## src/rtl/snapshot_ctrl.sv

```systemverilog
// Snapshot capture sequencer: arms on a rising stream_enable, waits for aligner lock,
// then writes snap_len samples (clamped to buffer depth) to consecutive buffer addresses.
module snapshot_ctrl #(
   parameter int DATA_W     = 16,
   parameter int BUF_ADDR_W = 10,
   parameter int LEN_W      = 32
) (
   input  logic                  clk,
   input  logic                  rst_n,
   input  logic                  stream_enable,
   input  logic [LEN_W-1:0]      snap_len,
   input  logic                  align_locked,
   input  logic                  in_valid,
   input  logic [DATA_W-1:0]     in_data,
   output logic                  buf_wr_en,
   output logic [BUF_ADDR_W-1:0] buf_wr_addr,
   output logic [DATA_W-1:0]     buf_wr_data,
   output logic                  snapshot_done,
   output logic                  busy,
   output logic [BUF_ADDR_W:0]   snap_count,
   output logic                  len_clamped,
   output logic                  lock_lost
);

   localparam int CNT_W = BUF_ADDR_W + 1;
   localparam logic [LEN_W-1:0] DEPTH = LEN_W'(2 ** BUF_ADDR_W);

   typedef enum logic [1:0] {
      S_IDLE    = 2'd0,
      S_ARM     = 2'd1,
      S_CAPTURE = 2'd2,
      S_DONE    = 2'd3
   } state_t;

   state_t                state_q, state_d;
   logic                  en_q, en_d;
   logic [CNT_W-1:0]      len_q, len_d;
   logic [CNT_W-1:0]      snap_count_q, snap_count_d;
   logic                  len_clamped_q, len_clamped_d;
   logic                  lock_lost_q, lock_lost_d;
   logic                  wr_en_q, wr_en_d;
   logic [BUF_ADDR_W-1:0] wr_addr_q, wr_addr_d;
   logic [DATA_W-1:0]     wr_data_q, wr_data_d;
   logic                  busy_q, busy_d;
   logic                  done_q, done_d;

   logic                  arm_evt;
   logic                  clamp;
   logic [CNT_W-1:0]      len_sel;
   logic [CNT_W-1:0]      count_inc;

   assign arm_evt   = stream_enable & ~en_q;
   assign clamp     = (snap_len > DEPTH);
   assign len_sel   = clamp ? DEPTH[CNT_W-1:0] : snap_len[CNT_W-1:0];
   assign count_inc = snap_count_q + CNT_W'(1);

   always_comb begin
      state_d       = state_q;
      en_d          = stream_enable;
      len_d         = len_q;
      snap_count_d  = snap_count_q;
      len_clamped_d = len_clamped_q;
      lock_lost_d   = lock_lost_q;
      wr_en_d       = 1'b0;
      wr_addr_d     = wr_addr_q;
      wr_data_d     = wr_data_q;

      case (state_q)
         S_IDLE: begin
            if (arm_evt) begin
               len_d         = len_sel;
               len_clamped_d = clamp;
               lock_lost_d   = 1'b0;
               snap_count_d  = '0;
               state_d       = (snap_len == '0) ? S_DONE : S_ARM;
            end
         end
         S_ARM: begin
            // Samples arriving while waiting for lock are dropped on purpose.
            if (!stream_enable) begin
               state_d = S_IDLE;
            end else if (align_locked) begin
               state_d = S_CAPTURE;
            end
         end
         S_CAPTURE: begin
            if (!stream_enable) begin
               state_d = S_IDLE;
            end else if (!align_locked) begin
               // A capture interrupted by lock loss restarts from address 0.
               lock_lost_d  = 1'b1;
               snap_count_d = '0;
               state_d      = S_ARM;
            end else if (in_valid) begin
               wr_en_d      = 1'b1;
               wr_addr_d    = snap_count_q[BUF_ADDR_W-1:0];
               wr_data_d    = in_data;
               snap_count_d = count_inc;
               if (count_inc == len_q) begin
                  state_d = S_DONE;
               end
            end
         end
         S_DONE: begin
            if (!stream_enable) begin
               state_d = S_IDLE;
            end
         end
         default: begin
            state_d = S_IDLE;
         end
      endcase

      busy_d = (state_d == S_ARM) || (state_d == S_CAPTURE);
      done_d = (state_d == S_DONE);
   end

   always_ff @(posedge clk or negedge rst_n) begin
      if (!rst_n) begin
         state_q       <= S_IDLE;
         en_q          <= 1'b0;
         len_q         <= '0;
         snap_count_q  <= '0;
         len_clamped_q <= 1'b0;
         lock_lost_q   <= 1'b0;
         wr_en_q       <= 1'b0;
         wr_addr_q     <= '0;
         wr_data_q     <= '0;
         busy_q        <= 1'b0;
         done_q        <= 1'b0;
      end else begin
         state_q       <= state_d;
         en_q          <= en_d;
         len_q         <= len_d;
         snap_count_q  <= snap_count_d;
         len_clamped_q <= len_clamped_d;
         lock_lost_q   <= lock_lost_d;
         wr_en_q       <= wr_en_d;
         wr_addr_q     <= wr_addr_d;
         wr_data_q     <= wr_data_d;
         busy_q        <= busy_d;
         done_q        <= done_d;
      end
   end

   assign buf_wr_en     = wr_en_q;
   assign buf_wr_addr   = wr_addr_q;
   assign buf_wr_data   = wr_data_q;
   assign snapshot_done = done_q;
   assign busy          = busy_q;
   assign snap_count    = snap_count_q;
   assign len_clamped   = len_clamped_q;
   assign lock_lost     = lock_lost_q;

   a_busy_done_excl: assert property (@(posedge clk) disable iff (!rst_n)
      !(busy_q && done_q));

   a_count_in_range: assert property (@(posedge clk) disable iff (!rst_n)
      snap_count_q <= len_q || state_q == S_IDLE);

endmodule

```

## config.mk

```make
export PLATFORM = sky130hd
export DESIGN_NAME = snapshot_ctrl
export DESIGN_NICKNAME = d
export VERILOG_FILES = /design/src/rtl/snapshot_ctrl.sv
export SDC_FILE = /design/constraint.sdc
export NUM_CORES = 1
export LEC_CHECK = 0
export ABC_AREA = 1
export CORE_MARGIN = 1
export CORE_UTILIZATION = 48
export CTS_CLUSTER_SIZE = 20
export DETAILED_ROUTE_END_ITERATION = 10
export GPL_ROUTABILITY_DRIVEN = 1
export PLACE_DENSITY = 0.91
export SLEW_MARGIN = 20
export SYNTH_ARGS = -nofsm -noshare
export SYNTH_HDL_FRONTEND = slang
export SYNTH_SLANG_ARGS = --single-unit
```

## constraint.sdc

```tcl
create_clock -name clk -period 5 [get_ports clk]
set_input_delay 1.5 -clock clk [delete_from_list [all_inputs] [get_ports clk]]
set_output_delay 1.5 -clock clk [all_outputs]
set_load 0.01 [all_outputs]
```

-- Word-level counts from Yosys, hierarchy flattened
Index checks and enable logic that the tools add are counted.
- bits in registers: 56
- input bits: 53
- output and inout bits: 42
- logic and storage cells: 58
- add/subtract/negate cells: 1
- order comparisons: 1
- equal/unequal tests: 11
- multiplexer cells: 24
- bitwise operators: 2
- reduce and logical (&&, ||, !) cells: 8
- operator list (operator ; count):
    11-bit two-way mux ; 5
    32-bit by 11-bit > comparator with 1-bit output (second input constant) ; 1
    32-bit logical NOT ; 1
    11-bit one-hot mux with 2 select lines ; 1
    2-bit two-way mux ; 9
    4-bit AND reduction ; 3
    11-bit by 1-bit adder with 11-bit output (second input constant) ; 1
    11-bit == test ; 1
    2-bit == test (second input constant) ; 4
    2-bit one-hot mux with 4 select lines ; 1
    1-bit two-way mux ; 7
    2-bit != test (second input constant) ; 3
    2-bit by 1-bit == test with 1-bit output (second input constant) ; 2
    3-bit != test (second input constant) ; 1
    2-bit logical NOT ; 1
    1-bit one-hot mux with 2 select lines ; 1
    2-bit AND reduction ; 1
    2-bit nonzero test ; 1
    1-bit AND ; 1
    1-bit logical OR ; 1
    1-bit inverter ; 1

-- Depth between registers and ports, before layout
- depth in word-level cells: 9
- depth in mapped cells: 14
- mapped depth without buffers: 14

-- Worst setup path before layout
No wires, ideal clock.
- kind: input to register
- from: in stream_enable
- to: reg busy_q, in the netlist busy
- library setup time: 0.126 ns
- data arrival time: 2.525 ns
- required time: 4.874 ns
- slack: 2.349 ns
- stages: 8
- buffers on the path: 1
- path through: inv_1 -> nor2_1 -> nand2_1 -> inv_1 -> buf_2 -> nand4_1 -> o32ai_1 -> ha_1
- word-level cells in the longest chain between the ends: 5
- elaborated cells between the ends (all ways): 9
- those cells by class: eq/ne: 2; mux: 5; bitwise: 1; reduce/logical: 1
- RTL lines (what ; RTL line ; RTL):
    start, declared ; 10 ; input logic stream_enable,
    1-bit AND ; 52 ; assign arm_evt = stream_enable & ~en_q;
    2-bit two-way mux ; 70 ; if (arm_evt) begin
    2-bit one-hot mux with 4 select lines * ; 68 ; case (state_q)
    named net state_d[1] ; 35 ; state_t state_q, state_d;
    2-bit by 1-bit == test with 1-bit output or 2-bit == test (tied branches) ; 114 ; busy_d = (state_d == S_ARM) || (state_d == S_CAPTURE);
    1-bit logical OR * ; 114 ;
    named net busy_d ; 44 ; logic busy_q, busy_d;
    end signal, assigned ; 141 ; busy_q <= busy_d;
    end, declared ; 44 ;
The timed path passes the listed nets; every way through them passes the cells marked *.
A chain may end at the register's enable or synchronous reset.

-- Final worst setup path
Same ends and word-level chain as after synthesis.

==> results.md <==
* Dominant cells by area after synthesis: dfrtp_1, nand2_1, nand3_1, nor2_1, o21ai_0
* I/O Buffers at 94
* Crit path DAT at 3.49 ns
* Routed length on met3 at 304 um
* Clock transition at path regs at 0.10 ns
* RSZ-0062 raised after global routing: no
* Status: finished clean
* Top Layer Used: met4
* CTS tree: built
* Final worst path period need at 3.28 ns
* Final setup viols at 0
* Top_reg_cell synth: dfrtp_1
* Leading area contributor after synthesis: dfrtp_1
* Sequential area share after synthesis at 52.5%
* Die X at 76.6 um
* FP Rows at 26
* DR WL met2 at 3.19 mm
* # fillers at 396
* Synth unique cells at 32
* Cells after Synth at 334
* Postcts setup bufs at 0
* Worst setup EP type: register
* Post-synth ARST share at 100%
* NumNets Final at 484
* Clock sinks at 56
* Req. time, crit path at 5.20 ns
* Ant diodes at 0
* Total CTS buffers at 5
* RD Place Congestion at 0.859
* Final instance area at 3800 um2
* Max clock buf depth at 2
* CTS Hold Bufs at 0
* Share of cells above drive strength 1 at 5.81%
* Synth top area share at 52.5%
* Avg WL per Cell at 12.7 um
* DP Wirelength at 4.79 mm
* Least-Margin Pin Slew at 0.694 ns
* Core Box Area at 5240 um2
* Area delta synth->final at 42.3%
* Routed Antenna Nets at 0
* Critical Path Max Stage Delay at 0.56 ns
* Power Density at 268 nW/um2
* Setup_tns at 0 ns
* CTS resizes at 0
* Detailed-route DRC error count at 0
* Initial core utilization at 50.9%
* Final period utilization at 65.7%
* Commonest cells after routing, fill and taps aside: nand2_1, clkdlybuf4s50_1, dfrtp_1
* Root Driver: clkbuf_8
* Worst setup SP type: primary input
* Most frequent CP cell: inv_1
* M1 WL at 2.70 mm
* Initial antenna violation count at 0
* Largest net degree at the start of global routing at 57
* Post-Syn Area per Cell at 7.99 um2
* First-pass GRT wire length at 10.4 mm
* Flop-to-flop setup slack at 2.77 ns
* DR pass1 iterations at 5
* F_max at 0.305 GHz
* Ports at 95
* Synthesized flop and latch total at 56
* DR vias/cell at 4.98
* Max Cap Viol at 0
* EDFF count, synth at 0
* Max IR drop VDD at 0.198 mV
* Cell Area, Synth at 2670 um2
* Clk_lat worst skew at 0.31 ns
* Die height at 76.6 um
* Critical-path top delay cell: clkdlybuf4s50_1
* Setup CP Type: primary input to register
* DP Area at 3670 um2
* Commonest non-fill, non-tap cell in the layout: nand2_1
* Max-slew violations at 0
* Total grt overflow at 0
* Syn_nets at 389
* # H-tree levels at 2
* Cell Chain, Critical Path: clkdlybuf4s50_1 -> inv_1 -> nor2_1 -> nand2_1 -> inv_1 -> nand4_1 -> o32ai_1 -> ha_1
* Number of global-route vias before repair at 2317
* Die area at 5860 um2
* Slew margin rel. at 53.7%
* Initial DRC count at 191
* Leak Pwr at 1.74 nW
* Clk_skew at 0.00740 ns
* Yosys warning total at 0
* Fin. Hold Viols at 0
* Worst Path Max Fanout at 20
* Worst Hold Class: register to register
* Total GRT Usage at 22.6%
* Via Count at 2489
* Final wirelength at 6.33 mm
==> sequential cells by signal, summed over array words and instances (netlist names) <==
register	count
snapshot_done	1
state_q	2
en_q	1
len_clamped	1
buf_wr_addr	10
buf_wr_data	16
buf_wr_en	1
snap_count	11
len_q	11
busy	1
lock_lost	1
==> final cells by class <==
type	instances	area, um2	share of cell area [%]
sequential	56	1400	36.9
tap	70	87.6	2.31
timing repair buffer	96	951	25.0
inverter	29	109	2.87
clock buffer	6	82.6	2.18
multi-input combinational	241	1130	29.7
clock inverter	2	38.8	1.02
==> critical path, delay by kind of cell <==
family | cells | cell delay, ns
AND/OR/NAND/NOR | 3 | 0.43
adder cells (fa/ha/maj) | 1 | 0.29
AO/OA/AOI/OAI | 1 | 0.20
buffers and inverters | 3 | 1.07
==> cells by family (layout without fill, tap and decap cells) <==
group                      count (synthesis)  count (layout)  synth area share (%)
AOI/OAI and AO/OA                         40              40                  8.72
xor gates and xnor gates                   4               4                  1.83
adders and majority gates                  2               2                 0.938
buffers and inverters                     37             133                  5.25
DFF                                       56              56                  52.5
and+or+nand+nor                          195             195                  30.7
==> per-stage QoR <==
step | power (mW) | cells | utilization, % | hold slack, ns | setup WS, ns
4_1_cts | 1.03 | 500 | 72.5 | 0.484 | 1.73
3_3_place_gp | 0.716 | 492 | 70.2 | 0.453 | 1.51
3_5_place_dp | 0.723 | 492 | 70.2 | 0.460 | 1.39
5_1_grt | 1.06 | 500 | 72.5 | 0.506 | 1.51
2_1_floorplan | 0.584 | 334 | - | 0.476 | 2.35
6_report | 1.02 | 500 | 72.5 | 0.479 | 1.72
==> synth_stat cells, types with 3 or more instances <==
cell type,n
nand2_1,120
dfrtp_1,56
nor2_1,31
inv_1,27
nand3_1,24
o21ai_0,21
o22ai_1,8
clkbuf_1,7
nor2_2,4
nand2_2,3
nor3_1,3
xor2_1,3
==> power by group <==
part           switching, mW  internal, mW
clock network          0.143         0.164
logic                 0.0817         0.117
registers             0.0224         0.491
total                  0.247         0.772
==> final timing paths <==
kind / to / cells after the start / from
max in group asynchronous: buf_wr_addr[2]$_DFFE_PN0P_ / 2 / rst_n
min in group asynchronous: len_q[2]$_DFFE_PN0P_ / 2 / rst_n
min reg2reg: buf_wr_data[11]$_DFFE_PN0P_ / 2 / buf_wr_data[11]$_DFFE_PN0P_
min: buf_wr_data[11]$_DFFE_PN0P_ / 2 / buf_wr_data[11]$_DFFE_PN0P_
max reg2reg: busy$_DFF_PN0_ / 12 / snap_count[0]$_DFFE_PN0P_
max: busy$_DFF_PN0_ / 8 / stream_enable
==> routing by layer <==
| metal | global-route usage, % | up-vias |
|---|---|---|
| li1 | - | 1265 |
| met1 | 28.1 | 1123 |
| met2 | 38.3 | 92 |
| met3 | 4.67 | 9 |
| met4 | 9.23 | 0 |
| met5 | 0 | - |
Note: power is estimated with default switching activity, not from simulation.
